`src/rtl/ulpi_reg_seq.sv`:
```
// ulpi_reg_seq
//   ULPI PHY register sequencer on the 60 MHz PHY clock domain (CLK_60M).
//   It drives the pipelined register-access port of ulpi_wrapper. After reset,
//   or on start_i, it writes the fixed PHY init list:
//     04 <= 45, 07 <= 00, 0A <= 00
//   It then polls POLL_ADDR every 2^POLL_DIV cycles. Every access is protected
//   by an ack timeout.
//
//   Optional feature macro: ULPI_REG_SEQ_VERIFY_EN
//     When defined, a verify read of 04 follows the writes. If the value read,
//     with the Reset bit masked, is not 45, the sequencer goes to ERROR.
//
// Ports
//   clk_i        60 MHz PHY clock
//   rst_i        asynchronous active-high reset
//   start_i      one-cycle pulse, restarts the init sequence from any state
//   reg_addr_o   register address        reg_stb_o   access strobe
//   reg_we_o     1 = write, 0 = read     reg_data_o  write data
//   reg_data_i   read data (with ack)    reg_ack_i   one-cycle acknowledge
//   busy_o       init access in progress
//   done_o       init completed, sticky until restart
//   err_o        timeout or verify mismatch, sticky until restart
//   poll_data_o  last polled value       poll_valid_o one-cycle update pulse
//   led_o        {err, done, busy, state[2:0], step[1:0]}
module ulpi_reg_seq #(
    parameter int         POLL_DIV    = 23,
    parameter int         ACK_TIMEOUT = 255,
    parameter logic [7:0] POLL_ADDR   = 8'h04
) (
    input  logic       clk_i,
    input  logic       rst_i,
    input  logic       start_i,
    output logic [7:0] reg_addr_o,
    output logic       reg_stb_o,
    output logic       reg_we_o,
    output logic [7:0] reg_data_o,
    input  logic [7:0] reg_data_i,
    input  logic       reg_ack_i,
    output logic       busy_o,
    output logic       done_o,
    output logic       err_o,
    output logic [7:0] poll_data_o,
    output logic       poll_valid_o,
    output logic [7:0] led_o
);

    localparam logic [2:0] ST_IDLE      = 3'd0;
    localparam logic [2:0] ST_ISSUE     = 3'd1;
    localparam logic [2:0] ST_WAIT_ACK  = 3'd2;
    localparam logic [2:0] ST_GAP       = 3'd3;
    localparam logic [2:0] ST_POLL_WAIT = 3'd4;
    localparam logic [2:0] ST_ERROR     = 3'd5;

`ifdef ULPI_REG_SEQ_VERIFY_EN
    localparam logic [1:0] LAST_STEP = 2'd3;
`else
    localparam logic [1:0] LAST_STEP = 2'd2;
`endif

    // Drop stb on the edge that closes the ACK_TIMEOUT-th cycle of waiting.
    localparam logic [7:0]          TIMEOUT_LAST = 8'(ACK_TIMEOUT - 1);
    localparam logic [POLL_DIV-1:0] POLL_LAST    = '1;
    localparam logic [POLL_DIV-1:0] POLL_ONE     = POLL_DIV'(1);

    function automatic logic [7:0] step_addr(input logic [1:0] s);
        case (s)
            2'd0:    step_addr = 8'h04;
            2'd1:    step_addr = 8'h07;
            2'd2:    step_addr = 8'h0A;
            default: step_addr = 8'h04;
        endcase
    endfunction

    function automatic logic [7:0] step_data(input logic [1:0] s);
        // Function Control: FS transceiver, TermSelect, SuspendM, normal opmode.
        // All other entries write zero.
        step_data = (s == 2'd0) ? 8'h45 : 8'h00;
    endfunction

    logic [2:0]          state, state_n;
    logic [1:0]          step, step_n;
    logic                poll_phase, poll_phase_n;
    logic [7:0]          wait_cnt, wait_cnt_n;
    logic [POLL_DIV-1:0] poll_cnt, poll_cnt_n;
    logic [7:0]          addr_n, data_n, poll_data_n;
    logic                stb_n, we_n, done_n, err_n, busy_n, poll_valid_n;

`ifdef ULPI_REG_SEQ_VERIFY_EN
    logic [7:0] rd_data;

    // Capture read data on the ack cycle; start_i aborts the access.
    always_ff @(posedge clk_i) begin
        if (state == ST_WAIT_ACK && reg_ack_i && !start_i && !reg_we_o)
            rd_data <= reg_data_i;
    end
`endif

    always_comb begin
        state_n      = state;
        step_n       = step;
        poll_phase_n = poll_phase;
        wait_cnt_n   = wait_cnt;
        poll_cnt_n   = poll_cnt;
        addr_n       = reg_addr_o;
        data_n       = reg_data_o;
        we_n         = reg_we_o;
        stb_n        = reg_stb_o;
        done_n       = done_o;
        err_n        = err_o;
        poll_data_n  = poll_data_o;
        poll_valid_n = 1'b0;

        if (start_i) begin
            // Restart wins over everything, including a same-cycle ack.
            state_n      = ST_IDLE;
            stb_n        = 1'b0;
            step_n       = 2'd0;
            poll_phase_n = 1'b0;
            done_n       = 1'b0;
            err_n        = 1'b0;
        end else begin
            case (state)
                ST_IDLE: begin
                    step_n       = 2'd0;
                    poll_phase_n = 1'b0;
                    state_n      = ST_ISSUE;
                end
                ST_ISSUE: begin
                    addr_n     = poll_phase ? POLL_ADDR : step_addr(step);
                    we_n       = !poll_phase && (step != 2'd3);
                    data_n     = poll_phase ? 8'h00 : step_data(step);
                    stb_n      = 1'b1;
                    wait_cnt_n = 8'd0;
                    state_n    = ST_WAIT_ACK;
                end
                ST_WAIT_ACK: begin
                    if (reg_ack_i) begin
                        stb_n   = 1'b0;
                        state_n = ST_GAP;
                        if (poll_phase) begin
                            poll_data_n  = reg_data_i;
                            poll_valid_n = 1'b1;
                        end
                    end else if (wait_cnt == TIMEOUT_LAST) begin
                        stb_n   = 1'b0;
                        err_n   = 1'b1;
                        state_n = ST_ERROR;
                    end else begin
                        wait_cnt_n = wait_cnt + 8'd1;
                    end
                end
                ST_GAP: begin
                    if (poll_phase) begin
                        poll_cnt_n = '0;
                        state_n    = ST_POLL_WAIT;
                    end else if (step == LAST_STEP) begin
`ifdef ULPI_REG_SEQ_VERIFY_EN
                        // Mask the self-clearing Reset bit before comparing.
                        if ((rd_data & 8'hDF) != 8'h45) begin
                            err_n   = 1'b1;
                            done_n  = 1'b0;
                            state_n = ST_ERROR;
                        end else begin
                            done_n       = 1'b1;
                            poll_phase_n = 1'b1;
                            poll_cnt_n   = '0;
                            state_n      = ST_POLL_WAIT;
                        end
`else
                        done_n       = 1'b1;
                        poll_phase_n = 1'b1;
                        poll_cnt_n   = '0;
                        state_n      = ST_POLL_WAIT;
`endif
                    end else begin
                        step_n  = step + 2'd1;
                        state_n = ST_ISSUE;
                    end
                end
                ST_POLL_WAIT: begin
                    poll_cnt_n = poll_cnt + POLL_ONE;
                    if (poll_cnt == POLL_LAST)
                        state_n = ST_ISSUE;
                end
                ST_ERROR: begin
                    state_n = ST_ERROR;
                end
                default: begin
                    state_n = ST_IDLE;
                end
            endcase
        end

        busy_n = !poll_phase_n &&
                 (state_n == ST_ISSUE || state_n == ST_WAIT_ACK || state_n == ST_GAP);
    end

    // Registered outputs: every output is the registered image of its next value.
    always_ff @(posedge clk_i or posedge rst_i) begin
        if (rst_i) begin
            state        <= ST_IDLE;
            step         <= 2'd0;
            poll_phase   <= 1'b0;
            wait_cnt     <= 8'd0;
            poll_cnt     <= '0;
            reg_addr_o   <= 8'h00;
            reg_data_o   <= 8'h00;
            reg_we_o     <= 1'b0;
            reg_stb_o    <= 1'b0;
            busy_o       <= 1'b0;
            done_o       <= 1'b0;
            err_o        <= 1'b0;
            poll_data_o  <= 8'h00;
            poll_valid_o <= 1'b0;
            led_o        <= 8'h00;
        end else begin
            state        <= state_n;
            step         <= step_n;
            poll_phase   <= poll_phase_n;
            wait_cnt     <= wait_cnt_n;
            poll_cnt     <= poll_cnt_n;
            reg_addr_o   <= addr_n;
            reg_data_o   <= data_n;
            reg_we_o     <= we_n;
            reg_stb_o    <= stb_n;
            busy_o       <= busy_n;
            done_o       <= done_n;
            err_o        <= err_n;
            poll_data_o  <= poll_data_n;
            poll_valid_o <= poll_valid_n;
            led_o        <= {err_n, done_n, busy_n, state_n, step_n};
        end
    end

endmodule

```
`config.mk`:
```
export PLATFORM = sky130hd
export DESIGN_NAME = ulpi_reg_seq
export DESIGN_NICKNAME = d
export VERILOG_FILES = /design/src/rtl/ulpi_reg_seq.sv
export SDC_FILE = /design/constraint.sdc
export NUM_CORES = 1
export LEC_CHECK = 0
export BUFFER_PORTS_ARGS = -buffer_cell sky130_fd_sc_hd__buf_2
export CAP_MARGIN = 5
export CORE_UTILIZATION = 51
export CTS_BUF_LIST = sky130_fd_sc_hd__clkbuf_16
export DETAILED_ROUTE_END_ITERATION = 8
export PLACE_DENSITY_LB_ADDON = 0.25
export SETUP_SLACK_MARGIN = 0.5
export SLEW_MARGIN = 20
export SYNTH_ARGS = -nofsm -noshare
export SYNTH_HDL_FRONTEND = slang
export SYNTH_SLANG_ARGS = --single-unit
```
`constraint.sdc`:
```
create_clock -name clk_i -period 1.8 [get_ports clk_i]
set_input_delay 0.45 -clock clk_i [delete_from_list [all_inputs] [get_ports clk_i]]
set_output_delay 0.45 -clock clk_i [all_outputs]
set_load 0.01 [all_outputs]
```
==> impl_metrics.csv <==
group,metric,value,unit
outcome,outcome,"finished with violations",
outcome,violations,"negative setup slack",
synth,ys_seq_area_share,44.8,%
power_and_ir_drop,p_clk_share,33.0,%
power_and_ir_drop,intPower,2150,uW
clock_tree,clkTransAtPathRegs,0.08,ns
die,die-area,6450,um2
power_and_ir_drop,cellPowerDensity,612,nW/um2
timing,worstMarginPinSlew,0.574,ns
setup_path,cp_data_required_time,2.01,ns
layout,final_cells,522,
layout,post_route_cells_drive_above_1_share,58.4,%
drt,detail_route.wl_per_cell,24.1,um
layout,syn_to_final_growth,60.5,%
setup_path,cp-start-kind,"register",
synth,synth_area_leader_cell,"dfrtp_1",
synth,syn_area_per_cell,9.93,um2
timing,fin_crit,1.89,ns
timing,fmax,530,MHz
global_routing,grt_pass1_wl,15400,um
die,placementRows,28,
timing,fin_crit_sh,105,%
clock_tree,cts_tree,"built",
placement,dp_hpwl,5020,um
job,maxCapViolCount,0,
die,start_util,52.8,%
setup_path,critPathBufInv,1,
synth,synth_top_area_share,44.8,%
timing,fin_worst_skew,0.00820,ns
power_and_ir_drop,power_frac_seq,44.6,%
die,io_pins,50,
timing,hold_violations,0,
drt,drtIter0Drc,445,
clock_tree,cts_root_buf,"clkbuf_16",
setup_path,rrSetupSlack,-0.09,ns
timing,holdWs,0.210,ns
synth,ys_seq_elements,56,
timing,setup_slack,-0.0876,ns
global_routing,grt_max_degree,26,
layout,finalNetCount,467,
clock_tree,cts.sinks,56,
timing,setup-violations-final,11,
placement,place_inst,449,
clock_tree,htree_levels,2,
power_and_ir_drop,peakVddDrop,0.000556,V
layout,register_area,1410,um2
power_and_ir_drop,p_leak,0.00229,uW
synth,synth_edf_count,0,
layout,final_util,84.8,%
clock_tree,cts_buffers,5,
placement,pre_cts_slack,-0.110,ns
setup_path,critPathTopFamily,"simple AND/OR/NAND/NOR gates",
global_routing,grt.overflow.total,0,
synth,yosys_warnings,0,
setup_path,worstPathCellList,"buf_4, nor2b_1, nand2_1, or4_1, a31oi_1",
setup_path,crit_type,"reg2reg",
setup_path,cp_max_fo,6,
drt,postRouteAntennaNets,0,
synth,syn_inst,315,
timing,slew_viol_final,0,
clock_tree,clock_path_buffers,2,
placement,gp_congestion,0.812,
layout,diodes,0,
setup_path,cp-end-kind,"register",
drt,routed-via-count,3472,
synth,ys_types,50,
power_and_ir_drop,p_comb_share,22.4,%
clock_tree,hold_buffers,0,
drt,drt_pre_antenna_iters,5,
setup_path,slowest_delay,0.58,ns
global_routing,globalRouteTotalUtil,31.7,%
synth,synth_ff_type,"dfrtp_1",
die,core-area,5920,um2
global_routing,grt_pass1_vias,3074,
die,die_w,80.3,um
timing,rsz0062_at_grt,"true",
drt,drc_errors,0,
power_and_ir_drop,swShare,30.0,%
die,dieHeight,80.3,um
drt,totalWireLength,12600,um
setup_path,crit_path_top_delay_cell,"or4_1",
synth,synth_async_sr_flop_share,100,%
synth,syn-cell-area,3130,um2
clock_tree,clk_latency,0.30,ns
setup_path,arrival,2.10,ns
timing,slew_headroom,61.7,%
power_and_ir_drop,p_sw,921,uW
synth,yosys-top-cells-area,"dfrtp_1, a21oi_1, o31ai_1",
worst_hold_path,hold_class,"in2async",
layout,multi_input_area,2150,um2
synth,synth_top_cells_by_count,"dfrtp_1, nand2_1, a21oi_1",
global_routing,antenna_found_initial,0,
synth,yosysMostFrequentCell,"dfrtp_1",
placement,io_buffers,40,
layout,nFillCells,267,
drt,viasPerCell,6.65,
routing by layer:
metal  vias up  global-route usage (%)  routed length [um]  part of all wire [%]
met5         -                       0                   0                     0
met4         0                    15.7                 726                   5.8
met3        97                    6.25                1220                   9.7
met2       314                    52.6                6110                    49
met1      1649                    39.3                4520                    36
li1       1412                       -                   -                     -
registers in the layout, indices dropped and copies added, names as in the netlist:
| register | count |
|---|---|
| err_o | 1 |
| led_o | 4 |
| poll_cnt | 23 |
| poll_data_o | 8 |
| poll_phase | 1 |
| poll_valid_o | 1 |
| reg_addr_o | 4 |
| reg_data_o | 1 |
| reg_stb_o | 1 |
| reg_we_o | 1 |
| state | 2 |
| step | 1 |
| wait_cnt | 8 |
final timing paths:
kind,startpoint,endpoint,cells after the start
min in group clk_i,reg_data_i[7],poll_data_o[7]$_DFFE_PP0P_,2
max in group asynchronous,rst_i,poll_cnt[17]$_DFFE_PP0P_,3
max,led_o[4]$_DFF_PP0_,state[0]$_DFF_PP0_,5
min,rst_i,poll_cnt[15]$_DFFE_PP0P_,2
max reg2reg,led_o[4]$_DFF_PP0_,state[0]$_DFF_PP0_,5
min reg2reg,poll_data_o[7]$_DFFE_PP0P_,poll_data_o[7]$_DFFE_PP0P_,1
power groups by stage:
stage               logic (uW)  registers, uW  clock network, uW
finish                     688           1370               1010
CTS                        531           1360               1000
floorplan                  268           1400                  0
detailed placement         363           1390                  0
global route               716           1380               1060
global placement           354           1390                  0
area by class of cell:
type,instances,area share (%)
Timing Repair Buffer,139,23.3
Sequential cell,56,28.0
Clock inverter,3,0.424
Tap cell,75,1.87
Inverter,12,1.10
Multi-Input combinational cell,232,42.8
Clock buffer,5,2.49
metrics by stage:
| stage | instance area (um2) | total power, uW | setup TNS, ns |
|---|---|---|---|
| after CTS | 4500 | 2890 | 0 |
| after detailed placement | 3770 | 1760 | -0.571 |
| final | 5020 | 3080 | -0.490 |
| after global placement | 3770 | 1740 | -0.0326 |
| after floorplan | 3410 | 1670 | 0 |
| after global routing | 5020 | 3150 | -0.872 |
kinds of logic after synthesis:
family | after synthesis | synth area share, %
compound gates | 74 | 14.8
xor+xnor | 4 | 1.12
flops | 56 | 44.8
fa+ha+maj | 9 | 3.60
simple gates | 117 | 23.6
mux | 14 | 4.80
other cells | 1 | 0.120
buf+inv | 40 | 7.12
timing repair:
action / CTS / global route
gates resized for setup: 53 / 75
cloned: 5 / 1
pin swaps: 33 / 28
endpoints found under the setup margin: 61 / 71
buffers inserted: 34 / 25
placed cells by master, fill, tap and decap left out, types with 4 or more instances in the layout:
master     synthesis  layout
buf_4             15      66
dfrtp_1           56      51
buf_2              7      34
buf_6              1      32
nand2_1           29      21
a21oi_2            2      18
or4_4              2      10
o21ai_1            0       9
conb_1             1       9
o31ai_1           16       8
nand4_1            8       8
mux2_4             0       8
nand3_1           14       7
inv_1             12       7
a21oi_1           24       7
mux2i_1            6       6
or4_1             14       6
ha_1               9       6
nand3_2            0       5
o31ai_2            0       5
clkbuf_16          0       5
dfrtp_2            0       5
buf_12             0       5
nand2b_1           4       4
or3_4              2       4
nand2_4            0       4
a21oi_4            0       4
nor4_4             0       4
nor2_1             9       4
nor2_4             0       4
a22o_1             4       4
Note: power is estimated with default switching activity, not from simulation.
